==> config.mk <==
export PLATFORM = sky130hd
export DESIGN_NAME = bit_serial_adder_tree_param_flat
export DESIGN_NICKNAME = d
export VERILOG_FILES = /design/src/rtl/bit_serial_adder_tree_param_if.sv /design/src/rtl/bit_serial_adder_tree_param.sv /design/src/flat_wrapper.sv
export SDC_FILE = /design/constraint.sdc
export NUM_CORES = 1
export LEC_CHECK = 0
export CAP_MARGIN = 15
export CORE_ASPECT_RATIO = 0.9
export CORE_MARGIN = 2
export CORE_UTILIZATION = 35
export CTS_CLUSTER_DIAMETER = 200
export DETAILED_ROUTE_END_ITERATION = 6
export GPL_ROUTABILITY_DRIVEN = 0
export PLACE_DENSITY_LB_ADDON = 0.1
export SYNTH_ARGS = -nofsm -noshare
export SYNTH_HDL_FRONTEND = slang
export SYNTH_SLANG_ARGS = --single-unit
export TNS_END_PERCENT = 100
==> constraint.sdc <==
create_clock -name clk -period 1.95 [get_ports clk]
set_input_delay 0.39 -clock clk [delete_from_list [all_inputs] [get_ports clk]]
set_output_delay 0.39 -clock clk [all_outputs]
set_load 0.005 [all_outputs]
==> src/rtl/bit_serial_adder_tree_param_if.sv <==
// Serial operand/result bundle for the bit-serial adder tree.
// master = operand source (shifters), slave = the adder tree.
interface bit_serial_adder_tree_param_if #(
  parameter int N_INPUTS = 8
);
  logic                in_valid;
  logic                clean;
  logic [N_INPUTS-1:0] inputs;
  logic [N_INPUTS-1:0] sub_mask;
  logic                result;
  logic                out_valid;
  logic                out_last;
  logic                err_frame;

  modport master (
    output in_valid, clean, inputs, sub_mask,
    input  result, out_valid, out_last, err_frame
  );

  modport slave (
    input  in_valid, clean, inputs, sub_mask,
    output result, out_valid, out_last, err_frame
  );
endinterface

==> src/rtl/bit_serial_adder_tree_param.sv <==
// LSB-first bit-serial adder tree: sums N_INPUTS serial two's-complement words,
// each optionally negated, with valid/last tags carried alongside the data.
module bit_serial_adder_tree_param #(
  parameter int N_INPUTS  = 8,
  parameter int WORD_BITS = 32,
  parameter int PIPE      = 1
) (
  input  logic                          clk,
  input  logic                          reset,
  bit_serial_adder_tree_param_if.slave  bus
);
  localparam int LEVELS = $clog2(N_INPUTS);
  localparam int HALF   = N_INPUTS / 2;
  localparam int CW     = (WORD_BITS > 1) ? $clog2(WORD_BITS) : 1;
  localparam logic [CW-1:0] LAST_IDX = CW'(WORD_BITS - 1);

  logic [CW-1:0]       bcnt_q, bcnt_d;
  logic [N_INPUTS-1:0] mask_q, mask_d;
  logic [N_INPUTS-1:0] seen1_q, seen1_d;
  logic                err_q, err_d;

  logic [LEVELS-1:0][HALF-1:0] carry_q, carry_d;
  logic [LEVELS-1:0][HALF-1:0] stage_q, stage_d;
  logic [LEVELS-1:0]           vtag_q, vtag_d;
  logic [LEVELS-1:0]           ltag_q, ltag_d;

  logic res_q, res_d;
  logic ov_q, ov_d;
  logic ol_q, ol_d;

  logic                word_end;
  logic [N_INPUTS-1:0] eff_mask;
  logic [N_INPUTS-1:0] neg_bits;

  // Framing, mask capture and per-operand serial negation.
  // A word ends on clean or on its last counted bit, so a framing error still
  // leaves the counter, carries and negators ready for a fresh word.
  always_comb begin
    // NOTE: every always_comb output gets a default first so no latch can be inferred.
    word_end = bus.in_valid && (bus.clean || (bcnt_q == LAST_IDX));
    eff_mask = (bcnt_q == '0) ? bus.sub_mask : mask_q;
    neg_bits = bus.inputs ^ (eff_mask & seen1_q);
    bcnt_d   = bcnt_q;
    mask_d   = mask_q;
    seen1_d  = seen1_q;
    err_d    = err_q;
    if (bus.in_valid) begin
      if (bcnt_q == '0) mask_d = bus.sub_mask;
      if (word_end) begin
        bcnt_d  = '0;
        seen1_d = '0;
      end else begin
        bcnt_d  = bcnt_q + CW'(1);
        seen1_d = seen1_q | bus.inputs;
      end
      if (bus.clean != (bcnt_q == LAST_IDX)) err_d = 1'b1;
    end
  end

  // Tree of serial full adders; tags follow the data through each optional stage.
  always_comb begin
    logic [N_INPUTS-1:0] cur_data;
    logic [HALF-1:0]     sum_bits;
    logic                cur_valid;
    logic                cur_last;
    logic                a, b, c;
    cur_data  = neg_bits;
    cur_valid = bus.in_valid;
    cur_last  = word_end;
    sum_bits  = '0;
    a         = 1'b0;
    b         = 1'b0;
    c         = 1'b0;
    carry_d   = carry_q;
    stage_d   = stage_q;
    vtag_d    = '0;
    ltag_d    = '0;
    for (int l = 0; l < LEVELS; l++) begin
      sum_bits = '0;
      for (int j = 0; j < HALF; j++) begin
        if (j < (N_INPUTS >> (l + 1))) begin
          a           = cur_data[2*j];
          b           = cur_data[2*j+1];
          c           = carry_q[l][j];
          sum_bits[j] = a ^ b ^ c;
          // Carry dies after this node's own last bit so words never mix.
          if (cur_valid) carry_d[l][j] = !cur_last && ((a & b) | (a & c) | (b & c));
        end
      end
      if ((PIPE != 0) && (l < LEVELS - 1)) begin
        if (cur_valid) stage_d[l] = sum_bits;
        vtag_d[l] = cur_valid;
        ltag_d[l] = cur_valid && cur_last;
        cur_data  = {{(N_INPUTS - HALF){1'b0}}, stage_q[l]};
        cur_valid = vtag_q[l];
        cur_last  = ltag_q[l];
      end else begin
        cur_data = {{(N_INPUTS - HALF){1'b0}}, sum_bits};
      end
    end
    // The output register doubles as the final pipe stage; result holds across bubbles.
    res_d = cur_valid ? cur_data[0] : res_q;
    ov_d  = cur_valid;
    ol_d  = cur_valid && cur_last;
  end

  always_ff @(posedge clk) begin
    if (reset) begin
      // NOTE: every flop is reset, so a partial word cannot reappear after reset.
      bcnt_q  <= '0;
      mask_q  <= '0;
      seen1_q <= '0;
      err_q   <= 1'b0;
      carry_q <= '0;
      stage_q <= '0;
      vtag_q  <= '0;
      ltag_q  <= '0;
      res_q   <= 1'b0;
      ov_q    <= 1'b0;
      ol_q    <= 1'b0;
    end else begin
      // NOTE: non-blocking assignments so all stages advance on the same edge.
      bcnt_q  <= bcnt_d;
      mask_q  <= mask_d;
      seen1_q <= seen1_d;
      err_q   <= err_d;
      carry_q <= carry_d;
      stage_q <= stage_d;
      vtag_q  <= vtag_d;
      ltag_q  <= ltag_d;
      res_q   <= res_d;
      ov_q    <= ov_d;
      ol_q    <= ol_d;
    end
  end

  assign bus.result    = res_q;
  assign bus.out_valid = ov_q;
  assign bus.out_last  = ol_q;
  assign bus.err_frame = err_q;
endmodule
==> src/flat_wrapper.sv <==
// flat-port wrapper written by rule: the top's interface ports become plain ports
module bit_serial_adder_tree_param_flat 
#(
  parameter int N_INPUTS  = 8,
  parameter int WORD_BITS = 32,
  parameter int PIPE      = 1
)
  (clk, reset, bus_in_valid, bus_clean, bus_inputs, bus_sub_mask, bus_result, bus_out_valid, bus_out_last, bus_err_frame);
  bit_serial_adder_tree_param_if #(.N_INPUTS(N_INPUTS)) bus_i ();
  input  logic clk;
  input  logic reset;
  input wire logic [$bits(bus_i.in_valid)-1:0] bus_in_valid;
  input wire logic [$bits(bus_i.clean)-1:0] bus_clean;
  input wire logic [$bits(bus_i.inputs)-1:0] bus_inputs;
  input wire logic [$bits(bus_i.sub_mask)-1:0] bus_sub_mask;
  output wire logic [$bits(bus_i.result)-1:0] bus_result;
  output wire logic [$bits(bus_i.out_valid)-1:0] bus_out_valid;
  output wire logic [$bits(bus_i.out_last)-1:0] bus_out_last;
  output wire logic [$bits(bus_i.err_frame)-1:0] bus_err_frame;
  assign bus_i.in_valid = bus_in_valid;
  assign bus_i.clean = bus_clean;
  assign bus_i.inputs = bus_inputs;
  assign bus_i.sub_mask = bus_sub_mask;
  assign bus_result = bus_i.result;
  assign bus_out_valid = bus_i.out_valid;
  assign bus_out_last = bus_i.out_last;
  assign bus_err_frame = bus_i.err_frame;
  bit_serial_adder_tree_param #(.N_INPUTS(N_INPUTS), .WORD_BITS(WORD_BITS), .PIPE(PIPE)) u_core (.clk(clk), .reset(reset), .bus(bus_i));
endmodule
# Word-level counts from Yosys, hierarchy flattened

Cells that the tools add are included.

Bits in registers: 42
Output and inout port bits: 4
ROM bits: 0
Bits in writable memories: 0
Memories: 0
Word-level logic and storage cells: 89
Bits in latches: 0

Mux-type cells: 3
$lt $le $gt $ge: 0
Bitwise gates (word level): 52
Equal/unequal tests: 2
Add/sub/neg operators: 1
Shifts and indexed selects: 0
Div/mod/pow operators: 0
Reduce and logical (&&, ||, !) cells: 17
$mul: 0

Operators by type and width:

| operator                                    | number |
|---|---|
| AND 1 bit                                   | 21 |
| 2-to-1 mux 8 bit                            | 2 |
| bitwise OR 1 bit                            | 14 |
| bitwise XOR 1 bit                           | 14 |
| logical AND 1 bit                           | 11 |
| AND 8 bit                                   | 1 |
| bitwise OR 8 bit                            | 1 |
| bitwise XOR 8 bit                           | 1 |
| adder 5 x 1 -> 5 bit, second input constant | 1 |
| equality test 5 bit, second input constant  | 1 |
| logical NOT 5 bit                           | 1 |
| 2-to-1 mux 5 bit                            | 1 |
| logical NOT 1 bit                           | 3 |
| AND reduction 2 bit                         | 1 |
| logical OR 1 bit                            | 1 |
| inequality test 1 bit                       | 1 |

# Depth between registers and ports, before layout

Gate-level depths: netlist of the first run.

Word-level depth: 8
Depth in mapped cells: 10
Mapped depth without buffers: 8

# Least setup slack after synthesis of the first run

No wires, ideal clock.

Kind: register to register
Start: register u_core.bcnt_q[0]
End: register u_core.stage_q[0] (netlist name)
Required time: 1864 ps
Arrival time: 1998 ps
Cell stages (with the launch flop): 10
Library setup time: 86 ps
Slack: -134 ps
Clock period less this slack: 2084 ps
Cells stage by stage: dfxtp_1 inv_1 ha_1 nor4b_2 buf_4 buf_12 mux2i_1 xnor2_1 fa_1 a211oi_1

Word-level cells in the longest chain between the ends: 6

RTL lines:

| item                           | line                               | source |
|---|---|---|
| start: declaration             | bit_serial_adder_tree_param.sv:17  | `logic [CW-1:0] bcnt_q, bcnt_d;` |
| start signal: assignment       | bit_serial_adder_tree_param.sv:123 | `bcnt_q <= bcnt_d;` |
| logical NOT 5 bit              | bit_serial_adder_tree_param.sv:41  | `eff_mask = (bcnt_q == '0) ? bus.sub_mask : mask_q;` |
| 2-to-1 mux 8 bit               | bit_serial_adder_tree_param.sv:41  |  |
| AND 8 bit                      | bit_serial_adder_tree_param.sv:42  | `neg_bits = bus.inputs ^ (eff_mask & seen1_q);` |
| bitwise XOR 8 bit              | bit_serial_adder_tree_param.sv:42  |  |
| bitwise XOR 1 bit (2 in a row) | bit_serial_adder_tree_param.sv:85  | `sum_bits[j] = a ^ b ^ c;` |
| end signal: assignment         | bit_serial_adder_tree_param.sv:128 | `stage_q <= stage_d;` |
| end: declaration               | bit_serial_adder_tree_param.sv:23  | `logic [LEVELS-1:0][HALF-1:0] stage_q, stage_d;` |

Every way passes these cells.
A chain may end at the register's enable or synchronous reset.

# Worst setup path after layout of the first run

Start: register u_core.bcnt_q[1]
End: register u_core.stage_q[3] (netlist name)

The elaborated chain is that of the path after synthesis.

==> metrics.cfg, run 1 <==
[worst_setup_path]
critPathCaptureType=flip-flop
slowest_stage=fa_2
cp.required_ns=2.16
critPathBufInv=2
r2r_setup_slack_ns=-0.16
crit_arrival_ns=2.32
startpoint_type=flip-flop
cp_max_fo=11
path_cells=inv_2 > ha_4 > nor4b_4 > buf_12 > mux2i_2 > xnor2_1 > fa_2 > a211oi_2
r2r.worst_path.cells=8
slowest_delay_ns=0.48
rr_startpoint=u_core.bcnt_q[1]
r2r_end=u_core.stage_q[3]
critical_path_class=reg -> reg
crit_family=adder cells

[cts]
ctsHtreeMaxLevel=2
insertion_delay_ns=0.29
clock-sinks=42
tritoncts=built
numCtsBuffers=5
cts_hold_buf=0
clkTransAtPathRegs_ns=0.08
cts_buffer_depth=2
root_buffer=clkbuf_8

[final_layout]
multi_input_area_sq_um=983
drive_above_1_share_pct=13.9
area_growth_pct=27.1
nNetsFinal=276
fin_area_sq_um=2420
seq_area_sq_um=843
fillers=525
antenna_cells=0

[drt]
firstDrtPassIters=4
routed_via_density=4.73
drc=0
drtAntennaViolNets=0
drt-total-wl_mm=3.84
drt_iter0_markers=50
wl_per_cell_microns=12.3
vias=1475

[grt]
gr-total-overflow=0
grt_pass1_vias=1367
grt_util_met3_pct=3.64
grtUsageMet2_pct=22.0
antenna_found_initial=0
grt_usage_pct=14.1
busiest_layer=met2
grt_pass1_wl_mm=6.39
grt_max_degree=36
use_met1_pct=18.7

[job]
maxCapViolCount=0

[logic_synthesis]
syn_nets=242
yosysUniqueCellTypes=28
ys_warn_count=0
yosysSeqAreaShare_pct=44.2
syn_avg_cell_area_sq_um=9.02
syn_area_sq_um=1900
synth-seq-cells=42
synthCells=211

[timing]
post-route-period-util_pct=108
rsz0062_at_grt=true
setup_viol=8
final_max_slew_viol_count=0
setup_ws_ns=-0.156
relSlewSlack_pct=78.5
max_freq_mhz=475
clock_skew_ns=0.00609
fin_tns_setup_ns=-0.762
period_minus_slack_ns=2.11
worst_slew_pin_slew_ns=0.323
hold_violations=0

[die]
die_width_microns=81.7
die_area_sq_um=6040
core-area_sq_um=5260
dieHeight_microns=74.0
start_util_pct=36.2
placementRows=25
ios=24

[place]
numPortBuffers=23
placed_cell_area_sq_um=2310
dp_hpwl_mm=2.65

[power_and_ir_drop]
p_sw_mw=0.430
ir_drop_v=0.000382
p_int_mw=1.28
p_clk_share_pct=30.7
p_leak_nw=0.929
pwr-share-seq_pct=54.0
switching_share_pct=25.1
p_comb_share_pct=15.3
p_per_area_nw_per_um2=708

[min_path]
holdPathEnd=u_core.bus.err_frame
hp-start=u_core.bus.err_frame
min_path_type=reg -> reg
min_path_cells=2

[outcome]
violations=negative setup slack
status=finished with violations

worst reg2reg max path: stages, from the launching register on:
cell and delay [ns]:
dfxtp_2 0.33, inv_2 0.07, ha_4 0.13, nor4b_4 0.24, buf_12 0.19, mux2i_2 0.23, xnor2_1 0.17, fa_2 0.48
a211oi_2 0.21
kinds of logic (layout without fill, tap and decap cells):
logic type	after synthesis	in the layout	share of synthesized area [%]
compound gates	40	40	11.7
buf+inv	27	61	6.51
flops	42	42	44.2
mux	11	11	5.79
fa+ha+maj	11	11	9.99
simple gates	70	70	17.2
xor+xnor	10	10	4.60
placed cells by master (no fill, tap or decap), drive strengths merged:
master / count
a211oi: 6
a21oi: 21
and2: 2
and3: 1
buf: 16
clkbuf: 7
clkdlybuf4s50: 23
dfxtp: 42
fa: 7
ha: 4
inv: 15
mux2i: 11
nand2: 21
nand2b: 1
nand3: 11
nand3b: 1
nand4: 1
nor2: 23
nor2b: 6
nor3: 1
nor4b: 1
o21ai: 8
o21bai: 1
o22ai: 4
or4b: 1
xnor2: 8
xor2: 2
power by group through the flow:
stage                     Sequential, mW  Combinational, mW  Clock (mW)
after floorplan                    0.938              0.154           0
after global placement             0.944              0.253           0
after detailed placement           0.945              0.254           0
after CTS                          0.925              0.257       0.549
after global routing               0.931              0.297       0.592
final                              0.925              0.262       0.526
synth_stat cells, drive strengths merged:
library cell | count | area, sq um
ha | 4 | 50.1
xnor2 | 8 | 70.1
inv | 15 | 56.3
dfxtp | 42 | 841
nor2b | 6 | 37.5
nor2 | 23 | 86.3
nand4 | 1 | 6.26
o21bai | 1 | 7.51
o22ai | 4 | 25.0
and3 | 1 | 7.51
a21oi | 21 | 105
clkbuf | 8 | 30.0
or4b | 1 | 10.0
a211oi | 6 | 45.0
fa | 7 | 140
and2 | 2 | 12.5
nand3b | 1 | 7.51
nor3 | 1 | 5.00
nand2b | 1 | 6.26
nand3 | 11 | 55.1
mux2i | 11 | 110
o21ai | 8 | 40.0
buf | 4 | 37.5
xor2 | 2 | 17.5
nor4b | 1 | 15.0
nand2 | 21 | 78.8
area by class of cell:
type	count	area share, %
Inverter	15	2.33
Multi-Input combinational cell	142	40.7
Clock buffer	7	3.16
Timing Repair Buffer	39	15.5
Sequential cell	42	34.9
Tap cell	67	3.47
worst max-delay path by stage:
stage / startpoint / to / slack [ns] / cells past startpoint
after floorplan: u_core.bcnt_q[1] / u_core.stage_q[0] / -0.09 / 9
after global placement: u_core.bcnt_q[1] / u_core.stage_q[1] / -0.07 / 8
after detailed placement: u_core.bcnt_q[0] / u_core.stage_q[2] / -0.12 / 8
after CTS: u_core.bcnt_q[0] / u_core.stage_q[2] / -0.14 / 8
after global routing: u_core.bcnt_q[1] / u_core.stage_q[1] / -0.27 / 8
final: u_core.bcnt_q[1] / u_core.stage_q[3] / -0.16 / 8
through the flow:
step | instances | hold WS (ns) | setup slack (ns) | util [%] | power (mW)
floorplan | 211 | 0.420 | -0.0868 | - | 1.09
global placement | 304 | 0.449 | -0.0661 | 44.0 | 1.20
detailed placement | 304 | 0.455 | -0.123 | 44.0 | 1.20
CTS | 312 | 0.473 | -0.138 | 45.6 | 1.73
global route | 312 | 0.503 | -0.265 | 46.0 | 1.82
finish | 312 | 0.468 | -0.156 | 46.0 | 1.71
sequential cells by signal, summed over array words and instances, names as in the netlist, 2 cells and up:
register        flops
u_core.stage_q      6
u_core.carry_q      7
u_core.bcnt_q       5
u_core.ltag_q       2
u_core.seen1_q      8
u_core.vtag_q       2
u_core.mask_q       8
routing by layer:
metal,up-vias,wire length [microns],part of all wire [%]
li1,764,-,-
met1,681,1940,50
met2,24,1720,45
met3,6,129,3.4
met4,0,53,1.4
met5,-,0,0
repair_timing:
action	CTS	global route
buffers inserted	1	0
endpoints found under the hold margin	0	0
endpoints found under the setup margin	8	9
resized for setup	0	6
(Power assumes the default switching activity.)
==> inputs of run 2 (changes only) <==
--- a/config.mk
+++ b/config.mk
@@ -13,6 +13,7 @@
 export DETAILED_ROUTE_END_ITERATION = 6
 export GPL_ROUTABILITY_DRIVEN = 0
 export PLACE_DENSITY_LB_ADDON = 0.1
+export SLEW_MARGIN = 20
 export SYNTH_ARGS = -nofsm -noshare
 export SYNTH_HDL_FRONTEND = slang
 export SYNTH_SLANG_ARGS = --single-unit
==> results of run 2 <==
The final DEF is identical to that of run 1; final timing and power are the same.
